<file path="config.mk">
export PLATFORM = sky130hd
export DESIGN_NAME = load_store_unit
export DESIGN_NICKNAME = d
export VERILOG_FILES = /design/src/rtl/load_store_unit.sv
export SDC_FILE = /design/constraint.sdc
export NUM_CORES = 1
export LEC_CHECK = 0
export CORE_MARGIN = 2
export CORE_UTILIZATION = 50
export CTS_BUF_LIST = sky130_fd_sc_hd__clkbuf_8
export CTS_CLUSTER_DIAMETER = 60
export CTS_CLUSTER_SIZE = 16
export DETAILED_ROUTE_END_ITERATION = 10
export PLACE_DENSITY = 0.81
export SYNTH_ARGS = -nofsm -noshare
export SYNTH_HDL_FRONTEND = slang
export SYNTH_SLANG_ARGS = --single-unit
</file>
<file path="constraint.sdc">
create_clock -name clk -period 2.73 [get_ports clk]
set_input_delay 0.546 -clock clk [delete_from_list [all_inputs] [get_ports clk]]
set_output_delay 0.546 -clock clk [all_outputs]
set_load 0.01 [all_outputs]
</file>
<file path="src/rtl/load_store_unit.sv">
// load_store_unit
//   Accepts one RV32I load/store per req handshake, validates funct3,
//   alignment and address range, then performs a full-line read (loads) or
//   a read-modify-write of the 64-bit line (stores). Memory is always
//   accessed as a whole line, so unaddressed bytes are written back as read.
// Ports:
//   clk, aresetn             clock, async active-low reset
//   req_valid/ready          request handshake (ready only in IDLE)
//   req_we/funct3/addr/wdata request payload
//   rsp_valid/ready          response handshake
//   rsp_rdata/error/cause    response payload
//   mem_addr                 line-aligned address (read and write port)
//   mem_funct3               constant full-line access code
//   mem_rd_data              asynchronous line read data
//   mem_wr_data/mem_wr_en    merged line and one-cycle write strobe
module load_store_unit #(
  parameter int MEM_WIDTH = 15
) (
  input  logic                 clk,
  input  logic                 aresetn,
  input  logic                 req_valid,
  output logic                 req_ready,
  input  logic                 req_we,
  input  logic [2:0]           req_funct3,
  input  logic [31:0]          req_addr,
  input  logic [31:0]          req_wdata,
  output logic                 rsp_valid,
  input  logic                 rsp_ready,
  output logic [31:0]          rsp_rdata,
  output logic                 rsp_error,
  output logic [1:0]           rsp_cause,
  output logic [MEM_WIDTH-1:0] mem_addr,
  output logic [2:0]           mem_funct3,
  input  logic [63:0]          mem_rd_data,
  output logic [63:0]          mem_wr_data,
  output logic                 mem_wr_en
);

  typedef enum logic [1:0] {IDLE, READ, WRITE, RESP} state_e;

  state_e               state_q, state_d;
  logic                 we_q, we_d;
  logic [2:0]           f3_q, f3_d;
  logic [2:0]           off_q, off_d;      // byte offset within the line
  logic [31:0]          wdata_q, wdata_d;
  logic [31:0]          rdata_q, rdata_d;
  logic                 err_q, err_d;
  logic [1:0]           cause_q, cause_d;
  logic [MEM_WIDTH-1:0] maddr_q, maddr_d;
  logic [63:0]          wrdata_q, wrdata_d;
  logic                 wren_q, wren_d;

  // acceptance checks on the live request
  logic illegal, misal, fault;
  always_comb begin
    if (req_we) illegal = !(req_funct3 inside {3'b000, 3'b001, 3'b010});
    else        illegal = !(req_funct3 inside {3'b000, 3'b001, 3'b010, 3'b100, 3'b101});
    misal = ((req_funct3[1:0] == 2'b01) && req_addr[0]) ||
            ((req_funct3[1:0] == 2'b10) && (req_addr[1:0] != 2'b00));
    fault = (req_addr >> MEM_WIDTH) != 32'd0;
  end

  // load lane extraction
  logic [31:0] sh, ld_val;
  assign sh = 32'(mem_rd_data >> {off_q, 3'b000});
  always_comb begin
    case (f3_q)
      3'b000:  ld_val = {{24{sh[7]}}, sh[7:0]};
      3'b001:  ld_val = {{16{sh[15]}}, sh[15:0]};
      3'b010:  ld_val = sh;
      3'b100:  ld_val = {24'd0, sh[7:0]};
      3'b101:  ld_val = {16'd0, sh[15:0]};
      default: ld_val = 32'd0;
    endcase
  end

  // store merge: byte mask of 1/2/4 lanes starting at off_q
  logic [7:0]  szm, bmask;
  logic [63:0] wmask, wshift, merged;
  always_comb begin
    case (f3_q[1:0])
      2'b00:   szm = 8'h01;
      2'b01:   szm = 8'h03;
      default: szm = 8'h0F;
    endcase
    bmask  = szm << off_q;
    wshift = {32'd0, wdata_q} << {off_q, 3'b000};
    for (int i = 0; i < 8; i++) wmask[8*i +: 8] = {8{bmask[i]}};
    merged = (mem_rd_data & ~wmask) | (wshift & wmask);
  end

  always_comb begin
    state_d  = state_q;
    we_d     = we_q;
    f3_d     = f3_q;
    off_d    = off_q;
    wdata_d  = wdata_q;
    rdata_d  = rdata_q;
    err_d    = err_q;
    cause_d  = cause_q;
    maddr_d  = maddr_q;
    wrdata_d = wrdata_q;
    wren_d   = 1'b0;
    case (state_q)
      IDLE: if (req_valid) begin
        we_d    = req_we;
        f3_d    = req_funct3;
        off_d   = req_addr[2:0];
        wdata_d = req_wdata;
        rdata_d = 32'd0;
        err_d   = 1'b1;
        state_d = RESP;
        if      (illegal) cause_d = 2'b11;
        else if (misal)   cause_d = 2'b01;
        else if (fault)   cause_d = 2'b10;
        else begin
          err_d   = 1'b0;
          cause_d = 2'b00;
          maddr_d = {req_addr[MEM_WIDTH-1:3], 3'b000};
          state_d = READ;
        end
      end
      READ: begin
        if (we_q) begin
          wrdata_d = merged;
          wren_d   = 1'b1;
          state_d  = WRITE;
        end else begin
          rdata_d = ld_val;
          state_d = RESP;
        end
      end
      WRITE: begin
        rdata_d = 32'd0;
        state_d = RESP;
      end
      RESP: if (rsp_ready) state_d = IDLE;
      default: state_d = IDLE;
    endcase
  end

  always_ff @(posedge clk or negedge aresetn) begin
    if (!aresetn) begin
      state_q  <= IDLE;
      we_q     <= 1'b0;
      f3_q     <= 3'd0;
      off_q    <= 3'd0;
      wdata_q  <= 32'd0;
      rdata_q  <= 32'd0;
      err_q    <= 1'b0;
      cause_q  <= 2'd0;
      maddr_q  <= '0;
      wrdata_q <= 64'd0;
      wren_q   <= 1'b0;
    end else begin
      state_q  <= state_d;
      we_q     <= we_d;
      f3_q     <= f3_d;
      off_q    <= off_d;
      wdata_q  <= wdata_d;
      rdata_q  <= rdata_d;
      err_q    <= err_d;
      cause_q  <= cause_d;
      maddr_q  <= maddr_d;
      wrdata_q <= wrdata_d;
      wren_q   <= wren_d;
    end
  end

  assign req_ready   = (state_q == IDLE);
  assign rsp_valid   = (state_q == RESP);
  assign rsp_rdata   = rdata_q;
  assign rsp_error   = err_q;
  assign rsp_cause   = cause_q;
  assign mem_addr    = maddr_q;
  assign mem_funct3  = 3'b011;
  assign mem_wr_data = wrdata_q;
  assign mem_wr_en   = wren_q;

endmodule

</file>
==> results_dict.tcl <==
set metrics [dict create \
    status "complete, no violations" \
    power.leakage_nw 5.180 \
    dieArea_um2 18590 \
    wl_per_cell_um 22.17 \
    routed_via_density 5.974 \
    crit_type "register to register" \
    cp.required_ns 3.12 \
    synthArstFlopShare 1.000 \
    grt_pass1_vias 7434 \
    start_kind "register" \
    layout.nets 1195 \
    avgSynthCellArea_um2 10.65 \
    ys_types 56 \
    cts_resized 0 \
    ys_ff_latch 153 \
    ys_seq_area_frac 0.4372 \
    first_pass_iters 6 \
    insertion_delay_ns 0.47 \
    r2r_start "off_q[0]$_DFFE_PN0P_" \
    tightest_slew_ns 1.117 \
    finalMaxSlewViolations 0 \
    synth_common_cells "dfrtp_1, mux2i_1, nand2_1" \
    gp_congestion 0.9994 \
    synth_area_leaders "dfrtp_1, mux2i_1, mux2_2" \
    grt_util_met3 0.07569 \
    arrival_ns 2.88 \
    htreeDepth 4 \
    syn_inst 822 \
    seq_area_um2 3832 \
    die_y_um 136.3 \
    core_um2 17240 \
    start_util 0.5081 \
    pin_count 256 \
    cts_sinks 153 \
    r2r_slack_ns 0.24 \
    drtIter0Drc 806 \
    clock-root-buffer "clkbuf_8" \
    cts_buffers 17 \
    ant_nets 0 \
    max-vdd-ir-drop_mv 0.5847 \
    drc 0 \
    layout-drive-gt1-share 0.1487 \
    synthesis.area_um2 8757 \
    skew_ns 0.01641 \
    finalWirelength_um 28690 \
    setup_viol 0 \
    crit_path_start "off_q[0]$_DFFE_PN0P_" \
    die_width_um 136.3 \
    rsz0062_at_grt "no" \
    grt-busiest-layer "met2" \
    n_fill_cell 1329 \
    grt_use_met1 0.4272 \
    cap_violations 0 \
    crit_end "mem_wr_data[54]$_DFFE_PN0P_" \
    yosys.area.top_type "dfrtp_1" \
    clkTransAtPathRegs_ns 0.10 \
    hp-class "primary input to asynchronous set/reset pin" \
    synthMostInstantiatedCell "dfrtp_1" \
    syn2layout_area_growth_pct 34.99 \
    max_freq_mhz 401.6 \
    ys.warnings.count 0 \
    power_density_nw_per_um2 1186 \
    final_util 0.6858 \
    holdBufCountCts 0 \
    port_buffers 249 \
    track_usage 0.3139 \
    r2r_end "mem_wr_data[54]$_DFFE_PN0P_" \
    cts_setup_buffers 0 \
    dp_hpwl_um 22080 \
    synth_edf_count 0 \
    rows 48 \
    finalPower_mw 14.02 \
    grt_pass1_wl_um 43240 \
    antenna_found_initial 0 \
    slew_headroom 0.2540 \
    period_share 0.9122 \
    fin_tns_setup_ns 0 \
    grt_max_degree 127 \
    ff2ff_path_depth 6 \
    vias 7731 \
    cts_buffer_depth 2 \
    hold_violations 0 \
    path_max_fanout 9 \
    cts_tree "built" \
    multi_input_area_um2 4517 \
    endpoint_kind "register" \
    n_antenna_cell 0 \
    period_minus_slack_ns 2.490 \
    netlist.area_leader.share 0.4372 \
    grt.met2_usage 0.4701 \
    yosys_most_used_dff "dfrtp_1" \
    grt-ovfl-total 0 \
]
-- critical path, cell delays in order (launching register included) --
cell and delay [ns]:
dfrtp_4 0.54, nor2b_1 0.88, buf_4 0.29, o2bb2ai_1 0.22, a32o_1 0.25, mux2i_1 0.09
o21ai_0 0.15
-- placed cells by master (no fill, tap or decap), types with 7 or more instances in the layout --
master	netlist	final
a21oi_1	21	21
a221o_1	7	7
a221o_2	16	16
a22o_1	7	7
a32o_1	8	8
buf_4	9	23
clkbuf_8	0	17
clkdlybuf4s50_1	0	248
dfrtp_1	153	152
inv_1	9	9
mux2_2	53	53
mux2i_1	142	142
mux4_2	8	8
nand2_1	102	102
nor2_1	31	31
o21ai_0	81	81
o21ai_1	18	18
o22a_1	7	7
o22ai_1	14	14
o2bb2ai_1	14	14
-- cell type report --
type	count	area share
Multi-Input combinational cell	597	0.3821
Sequential cell	153	0.3242
Clock inverter	15	0.01154
Tap cell	225	0.02381
Inverter	9	0.002858
Clock buffer	17	0.01979
Timing Repair Buffer	278	0.2357
-- kinds of logic after synthesis --
logic type	synth area share
AO/OA/AOI/OAI	0.1716
other	0.0008576
buffers and inverters	0.04944
flip-flops	0.4372
AND/OR/NAND/NOR	0.08559
adder cells (fa/ha/maj)	0.004287
multiplexers	0.2510
-- sequential cells by signal (all words and copies together), names as in the netlist --
name         count
mem_addr        12
mem_wr_data     64
mem_wr_en        1
state_q          2
off_q            3
rsp_error        1
f3_q             3
we_q             1
wdata_q         32
rsp_cause        2
rsp_rdata       32
-- per-layer routing --
layer	routed length (um)	vias up
li1	-	3478
met1	11820	3714
met2	12900	463
met3	2669	76
met4	1311	0
met5	0	-
-- metrics by stage --
step | worst slack, ns | hold WS, ns | std cells | area, um2
global placement | 0.1389 | 0.4619 | 1262 | 11450
global route | 0.07205 | 0.03136 | 1294 | 11820
finish | 0.2398 | 0.003971 | 1294 | 11820
floorplan | 0.7056 | 0.2504 | 826 | 8772
CTS | 0.3072 | 0.008827 | 1294 | 11820
detailed placement | 0.006795 | 0.4702 | 1262 | 11450
-- power breakdown --
group	switching, mW	total, mW	internal, mW
clock	0.994	1.66	0.666
combinational	4.50	8.34	3.84
sequential	0.810	4.02	3.21
-- worst min-delay path by stage --
| stage | start | endpoint | slack, ns | cells past startpoint |
|---|---|---|---|---|
| 5_1_grt | aresetn | mem_wr_data[15]$_DFFE_PN0P_ | 0.03 | 1 |
| 3_3_place_gp | mem_wr_data[14]$_DFFE_PN0P_ | mem_wr_data[14]$_DFFE_PN0P_ | 0.46 | 2 |
| 6_report | aresetn | mem_wr_data[50]$_DFFE_PN0P_ | 0.004 | 1 |
| 4_1_cts | aresetn | mem_wr_data[15]$_DFFE_PN0P_ | 0.009 | 1 |
| 2_1_floorplan | aresetn | f3_q[0]$_DFFE_PN0P_ | 0.25 | 0 |
| 3_5_place_dp | mem_wr_data[29]$_DFFE_PN0P_ | mem_wr_data[29]$_DFFE_PN0P_ | 0.47 | 2 |
No activity file was read; power rests on OpenSTA's default activity.
